## config.mk

```make
export PLATFORM = sky130hd
export DESIGN_NAME = ex_muldiv
export DESIGN_NICKNAME = d
export VERILOG_FILES = /design/src/rtl/ex_muldiv.sv
export SDC_FILE = /design/constraint.sdc
export NUM_CORES = 1
export LEC_CHECK = 0
export ABC_AREA = 1
export BUFFER_PORTS_ARGS = -buffer_cell sky130_fd_sc_hd__buf_2
export CAP_MARGIN = 30
export CORE_MARGIN = 2
export CORE_UTILIZATION = 48
export CTS_BUF_LIST = sky130_fd_sc_hd__clkbuf_4
export DETAILED_ROUTE_END_ITERATION = 10
export PLACE_DENSITY = 0.7
export SLEW_MARGIN = 20
export SYNTH_ARGS = -nofsm -noshare
export SYNTH_HDL_FRONTEND = slang
export SYNTH_SLANG_ARGS = --single-unit
```

## constraint.sdc

```tcl
create_clock -name clk -period 2.9 [get_ports clk]
set_input_delay 0.145 -clock clk [delete_from_list [all_inputs] [get_ports clk]]
set_output_delay 0.145 -clock clk [all_outputs]
set_load 0.05 [all_outputs]
```

## src/rtl/ex_muldiv.sv

```systemverilog
// Iterative MIPS HI/LO multiply/divide unit: 32 radix-2 steps plus a sign-fix cycle.
// Shift-add multiply, restoring divide, MTHI/MTLO writes and an optional flush abort.
module ex_muldiv #(
    parameter bit FLUSH_ABORT = 1'b1
) (
    input  logic        clk,
    input  logic        reset,
    input  logic        start,
    input  logic [1:0]  op,
    input  logic [31:0] rs_in,
    input  logic [31:0] rt_in,
    input  logic        flush,
    input  logic        hi_we,
    input  logic        lo_we,
    input  logic [31:0] wdata,
    output logic [31:0] hi_out,
    output logic [31:0] lo_out,
    output logic        busy,
    output logic        done
);

    localparam int unsigned XLEN  = 32;
    localparam int unsigned ACC_W = 2 * XLEN;
    localparam int unsigned REM_W = XLEN + 1;
    localparam int unsigned CNT_W = 5;

    typedef enum logic [1:0] {
        IDLE = 2'd0,
        BUSY = 2'd1,
        FIX  = 2'd2
    } state_t;

    state_t            state, state_n;
    logic [CNT_W-1:0]  count, count_n;
    logic              is_div, is_div_n;
    logic              neg_lo, neg_lo_n;
    logic              neg_hi, neg_hi_n;
    logic              div_zero, div_zero_n;
    logic [XLEN-1:0]   a_raw, a_raw_n;
    logic [XLEN-1:0]   opb, opb_n;
    logic [ACC_W-1:0]  acc, acc_n;
    logic [REM_W-1:0]  rem, rem_n;
    logic [XLEN-1:0]   hi_n, lo_n;
    logic              busy_n, done_n;

    logic              signed_op;
    logic [XLEN-1:0]   a_abs, b_abs;
    logic [REM_W-1:0]  mul_sum;
    logic [ACC_W-1:0]  mul_step;
    logic [REM_W-1:0]  div_shift, div_diff;
    logic              div_ge;
    logic [ACC_W-1:0]  prod_fix;
    logic [XLEN-1:0]   quo_fix, rem_fix;

    // Operand magnitudes for the signed ops; unsigned ops pass through raw
    always_comb begin
        signed_op = ~op[0];
        a_abs = (signed_op && rs_in[31]) ? (~rs_in + 32'd1) : rs_in;
        b_abs = (signed_op && rt_in[31]) ? (~rt_in + 32'd1) : rt_in;
    end

    // One radix-2 step of each algorithm; acc[31:0] holds multiplier or quotient bits
    always_comb begin
        mul_sum   = {1'b0, acc[63:32]} + {1'b0, opb};
        mul_step  = acc[0] ? {mul_sum, acc[31:1]} : {1'b0, acc[63:32], acc[31:1]};
        div_shift = {rem[XLEN-1:0], acc[31]};
        div_diff  = div_shift - {1'b0, opb};
        div_ge    = rem[XLEN] | (div_shift >= {1'b0, opb});
    end

    // Sign correction applied in FIX
    always_comb begin
        prod_fix = neg_lo ? (~acc + 64'd1) : acc;
        quo_fix  = neg_lo ? (~acc[31:0] + 32'd1) : acc[31:0];
        rem_fix  = neg_hi ? (~rem[XLEN-1:0] + 32'd1) : rem[XLEN-1:0];
    end

    // Next-state and datapath control
    always_comb begin
        state_n    = state;
        count_n    = count;
        is_div_n   = is_div;
        neg_lo_n   = neg_lo;
        neg_hi_n   = neg_hi;
        div_zero_n = div_zero;
        a_raw_n    = a_raw;
        opb_n      = opb;
        acc_n      = acc;
        rem_n      = rem;
        hi_n       = hi_out;
        lo_n       = lo_out;
        done_n     = 1'b0;

        case (state)
            IDLE: begin
                if (hi_we) hi_n = wdata;
                if (lo_we) lo_n = wdata;
                if (start && !flush) begin
                    state_n    = BUSY;
                    count_n    = '0;
                    is_div_n   = op[1];
                    a_raw_n    = rs_in;
                    div_zero_n = (rt_in == 32'd0);
                    neg_lo_n   = signed_op && (rs_in[31] ^ rt_in[31]);
                    neg_hi_n   = signed_op && rs_in[31];
                    rem_n      = '0;
                    if (op[1]) begin
                        opb_n = b_abs;
                        acc_n = {32'd0, a_abs};
                    end else begin
                        opb_n = a_abs;
                        acc_n = {32'd0, b_abs};
                    end
                end
            end
            BUSY: begin
                if (FLUSH_ABORT && flush) begin
                    state_n = IDLE;
                end else begin
                    if (is_div) begin
                        rem_n = div_ge ? div_diff : div_shift;
                        acc_n = {acc[63:32], acc[30:0], div_ge};
                    end else begin
                        acc_n = mul_step;
                    end
                    count_n = count + 5'd1;
                    if (count == 5'(XLEN - 1)) state_n = FIX;
                end
            end
            FIX: begin
                state_n = IDLE;
                if (!(FLUSH_ABORT && flush)) begin
                    done_n = 1'b1;
                    if (!is_div) begin
                        hi_n = prod_fix[63:32];
                        lo_n = prod_fix[31:0];
                    end else if (div_zero) begin
                        hi_n = a_raw;
                        lo_n = 32'hFFFF_FFFF;
                    end else begin
                        hi_n = rem_fix;
                        lo_n = quo_fix;
                    end
                end
            end
            default: state_n = IDLE;
        endcase

        busy_n = (state_n != IDLE);
    end

    // State and output registers
    always_ff @(posedge clk or negedge reset) begin
        if (!reset) begin
            state    <= IDLE;
            count    <= '0;
            is_div   <= 1'b0;
            neg_lo   <= 1'b0;
            neg_hi   <= 1'b0;
            div_zero <= 1'b0;
            a_raw    <= '0;
            opb      <= '0;
            acc      <= '0;
            rem      <= '0;
            hi_out   <= '0;
            lo_out   <= '0;
            busy     <= 1'b0;
            done     <= 1'b0;
        end else begin
            state    <= state_n;
            count    <= count_n;
            is_div   <= is_div_n;
            neg_lo   <= neg_lo_n;
            neg_hi   <= neg_hi_n;
            div_zero <= div_zero_n;
            a_raw    <= a_raw_n;
            opb      <= opb_n;
            acc      <= acc_n;
            rem      <= rem_n;
            hi_out   <= hi_n;
            lo_out   <= lo_n;
            busy     <= busy_n;
            done     <= done_n;
        end
    end

endmodule
```

# Word level (Yosys, flattened, before mapping)
# Cells that the tools add are included.
# classes
addsub	8
mul	0
div_mod_pow	0
magnitude_cmp	1
n_eq_ne	10
shift	0
n_mux	36
bitwise_logic	8
n_reduce_logical	16
# ops
op	count
$mux W32	14
$mux W64	5
$mux W33	4
$add A32 B1 Y32 const B	4
$not A32 Y32	4
$pmux W32 S2	2
$pmux W64 S2	1
$pmux W33 S2	1
$add A64 B1 Y64 const B	1
$not A64 Y64	1
$add A32 B32 Y33	1
$ge A33 B32 Y1	1
$sub A33 B32 Y33	1
$logic_not A32 Y1	1
$ne A2 B2 Y1 const B	7
$mux W5	2
$pmux W5 S2	1
$reduce_and A3 Y1	3
$reduce_and A4 Y1	2
$mux W2	3
$reduce_bool A2 Y1	3
$add A5 B1 Y5 const B	1
$eq A5 B5 Y1 const B	1
$logic_and A1 B1 Y1	4
other kinds (10)	11
# totals
regBits	238
latch_bits	0
ramBits	0
rom_bits	0
input_bits	104
output_inout_bits	66
wordCells	94
memories	0

# Longest topological paths before layout
# logic_depth
ltp_word	7
depth_mapped	17
depth_no_buf	17

# Worst setup path after synthesis
# Ideal clock, no wire load.
# synth_timing
path_kind	register to register
from	register acc[0]
to	register hi_out[2]
setup_time_ns	0.126
arrival_time_ns	2.258
required_ns	2.774
slack_ns	0.517
stages_incl_launch_ff	16
n_path_buf	2
period_less_slack_ns	2.383
path_cell_list	dfrtp_1 inv_2 clkbuf_1 clkbuf_1 ha_1 nand2_1 nor2_4 nand2_2 nor2_4 nand3_1 nand2_1 nand2_1 nand2_1 nor2_1 o21ai_0 a21oi_1
# synth_via
elab_chain_cells	6
# synth_rtl
element	line_no	text
start, declared	41	logic [ACC_W-1:0] acc, acc_n;
start signal, assigned	178	acc <= acc_n;
$not A64 Y64	73	prod_fix = neg_lo ? (~acc + 64'd1) : acc;
$add A64 B1 Y64	73	
$mux W64	73	
$mux W32	134	if (!is_div) begin
$mux W32	132	if (!(FLUSH_ABORT && flush)) begin
$pmux W32 S2	94	case (state)
end signal, assigned	180	hi_out <= hi_n;
end, declared	16	output logic [31:0] hi_out,
# Every way passes these cells. The select of a mux whose other input is x is not followed.
# A chain may end at the register's enable or synchronous reset.

# Worst setup path after layout
# layout_timing
from	register acc[2]
to	register hi_out[13]
# The elaborated chain is that of the path after synthesis.

==> flow_metrics.py <==
metrics = {
    "critical_path": {
        "crit_family": "simple AND/OR/NAND/NOR gates",
        "cp.arrival_ns": 3.52,
        "crit_path_max_incr_delay_ns": 0.56,
        "path_buf_inv": 2,
        "path_depth": 13,
        "r2r_end": "hi_out[13]",
        "crit_type": "reg -> reg",
        "startpoint": "acc[2]",
        "end_kind": "flip-flop",
        "cpMaxStageDelayCell": "dlygate4sd3_1",
        "reg2reg_slack_ns": 0.10,
        "start_kind": "flip-flop",
        "reg2reg_depth": 13,
        "crit_top_cell": "nand2_1",
        "path_cells": "inv_1 > nand3_2 > nor2_4 > nand2_2 > nor2_4 > nand2_1 > nand2_2 > nand2_1 > nand3_2 > nand3_1 > nand2_1 > a21oi_1 > dlygate4sd3_1",
        "critPathMaxFanout": 5,
        "worstPathRequired_ns": 3.62,
        "worstSetupEndpoint": "hi_out[13]",
        "r2r-start": "acc[2]",
    },
    "finish": {
        "nets": 3939,
        "final_common_cell": "nand2_1",
        "layout-drive-gt1-share": 0.119,
        "fin_util": 0.585,
        "multiInputGateArea_um2": 13400,
        "synthToLayoutAreaGrowth_pct": 20.1,
        "layout.area.seq_um2": 5960,
        "final_cell_mix": "1001 x nand2_1, 459 x nor2_1, 311 x inv_1",
        "final_cells": 4397,
        "fillers": 4395,
    },
    "placed_design": {
        "dp_slack_ns": 0.299,
        "post-place-cells": 4123,
        "hpwl_um": 75100,
        "gp_congestion": 1.05,
        "io_buffers": 169,
    },
    "synthesis": {
        "post_synth_num_cell_types": 52,
        "synth_ff_type": "dfrtp_1",
        "synthArstFlopShare": 1.00,
        "synth_area_leader_cell": "dfrtp_1",
        "syn_area_per_cell_um2": 6.16,
        "synth_cells": 3412,
        "ys_warn_count": 0,
        "synth-seq-cells": 238,
        "syn_nets": 3588,
        "synth_top_area_share": 0.283,
        "synth_seq_area_share": 0.283,
        "synth_edf_count": 0,
        "synthesis.area_um2": 21000,
        "ys_top_cells_by_area": "dfrtp_1 28%, nand2_1 18%, nor2_1 8.4%",
    },
    "global_route": {
        "overflow": 0,
        "grt_start_max_net_pins": 67,
        "grtUsageTotal": 0.422,
        "grt_first_pass_wirelength_um": 142000,
        "antenna_found_initial": 6,
        "grt_pass1_vias": 24000,
    },
    "sta": {
        "slew_headroom": 0.409,
        "period_minus_slack_ns": 2.80,
        "setup_slack_ns": 0.102,
        "fin_worst_skew_ns": 0.0529,
        "finalSetupViolations": 0,
        "setup_tns_ns": 0,
        "tightest_slew_ns": 0.885,
        "finalHoldViolations": 0,
        "finalMaxSlewViolations": 0,
        "fmax_mhz": 357,
        "fin_crit_sh": 0.965,
    },
    "clocking": {
        "cts-root-buf": "clkbuf_4",
        "clkSinkCount": 238,
        "clockBufferDepth": 3,
        "htreeDepth": 3,
        "cts_tree": "done",
        "clock_latency_ns": 0.85,
        "clk_pin_slew_ns": 0.08,
        "numCtsBuffers": 72,
    },
    "route": {
        "totalWireLength_um": 96900,
        "drc": 0,
        "initialDrtViolationCount": 3415,
        "antenna_left": 0,
        "first_pass_iters": 9,
        "num_vias": 26000,
        "wl_per_cell_um": 22.0,
        "vias_per_cell": 5.90,
    },
    "worst_hold_path": {
        "hp-class": "in -> reg",
    },
    "power_and_ir_drop": {
        "power_density_nw_per_um2": 711,
        "ir_worst_vdd_mv": 0.358,
        "leakagePower_uw": 0.0126,
        "total_power_uw": 18000,
    },
    "die": {
        "num_rows": 76,
        "ios": 170,
        "start_util": 0.487,
        "dieHeight_um": 213,
        "die_width_um": 213,
        "core-area_um2": 43200,
        "fp.dieArea_um2": 45500,
    },
    "job": {
        "maxCapViolCount": 0,
    },
    "run_status": {
        "status": "complete, no violations",
    },
}
==> cell families (layout without fill, tap and decap cells) <==
group,after synthesis,after routing,share of synthesized area
other,0,3,0
buffers and inverters,451,848,0.0837
AOI/OAI and AO/OA,657,657,0.179
adders and majority gates,72,72,0.0436
and+or+nand+nor,1918,1918,0.378
DFF,238,238,0.283
xor gates and xnor gates,76,76,0.0317
==> worst reg2reg max path, cell delays in order (launching register included) <==
cell           delay, ns
dfrtp_1             0.46
inv_1               0.14
nand3_2             0.15
nor2_4              0.21
nand2_2             0.14
nor2_4              0.16
nand2_1             0.13
nand2_2             0.15
nand2_1             0.08
nand3_2             0.13
nand3_1             0.19
nand2_1             0.13
a21oi_1             0.07
dlygate4sd3_1       0.56
==> Yosys cell counts, drive strengths merged, types with 23 or more instances <==
| master | number |
|---|---|
| nand2 | 1014 |
| nor2 | 493 |
| inv | 322 |
| nand3 | 315 |
| a21oi | 265 |
| dfrtp | 238 |
| o21ai | 232 |
| clkbuf | 73 |
| ha | 70 |
| xor2 | 54 |
| buf | 50 |
| o211ai | 34 |
| nor3 | 31 |
| a221oi | 30 |
| a21boi | 23 |
| nand4 | 23 |
==> through the flow <==
step	hold WS (ns)	area [um2]
3_3_place_gp	0.161	22800
4_1_cts	0.0416	25100
2_1_floorplan	-0.151	21000
5_1_grt	0.0844	25300
6_report	0.0666	25300
3_5_place_dp	0.165	22800
==> metal layers <==
layer | GRT usage | part of all wire | up-vias
met5 | 0 | 0.00013 | -
met4 | 0.297 | 0.081 | 2
met3 | 0.115 | 0.11 | 365
met2 | 0.635 | 0.43 | 1706
met1 | 0.522 | 0.38 | 11900
li1 | - | - | 12000
==> state kept, by name, summed over array words and instances (netlist names), 2 cells and up <==
signal and count:
rem 33, state 2, count 5, lo_out 32, acc 64, hi_out 32, a_raw 32, opb 32
==> power breakdown <==
part | total, uW | internal, uW | switching [uW]
Clock | 3410 | 1700 | 1710
Sequential | 4860 | 3960 | 898
Combinational | 9690 | 3030 | 6660
Total | 18000 | 8700 | 9260
==> how the worst min path moves through the flow <==
stage	from	to	slack (ns)	cells after the start
floorplan	reset	a_raw[0]	-0.15	0
global placement	reset	acc[58]	0.16	1
detailed placement	reset	acc[53]	0.16	1
CTS	rt_in[1]	opb[5]	0.04	7
global route	flush	state[1]	0.08	3
finish	flush	state[1]	0.07	3
==> area by class of cell <==
class	instances	share of cell area
tap	585	0.0290
sequential	238	0.236
multi-input combinational	2723	0.531
inverter	328	0.0489
timing repair buffer	400	0.120
clock buffer	102	0.0303
clock inverter	18	0.00466
antenna	3	0.000297
==> what timing repair did <==
item	4_1_cts	5_1_grt
hold buffers	147	0
setup endpoints to repair	0	5
buffers inserted	0	3
endpoints found under the hold margin	398	0
resized for setup	0	23
Power figures use the tool's default switching activity.
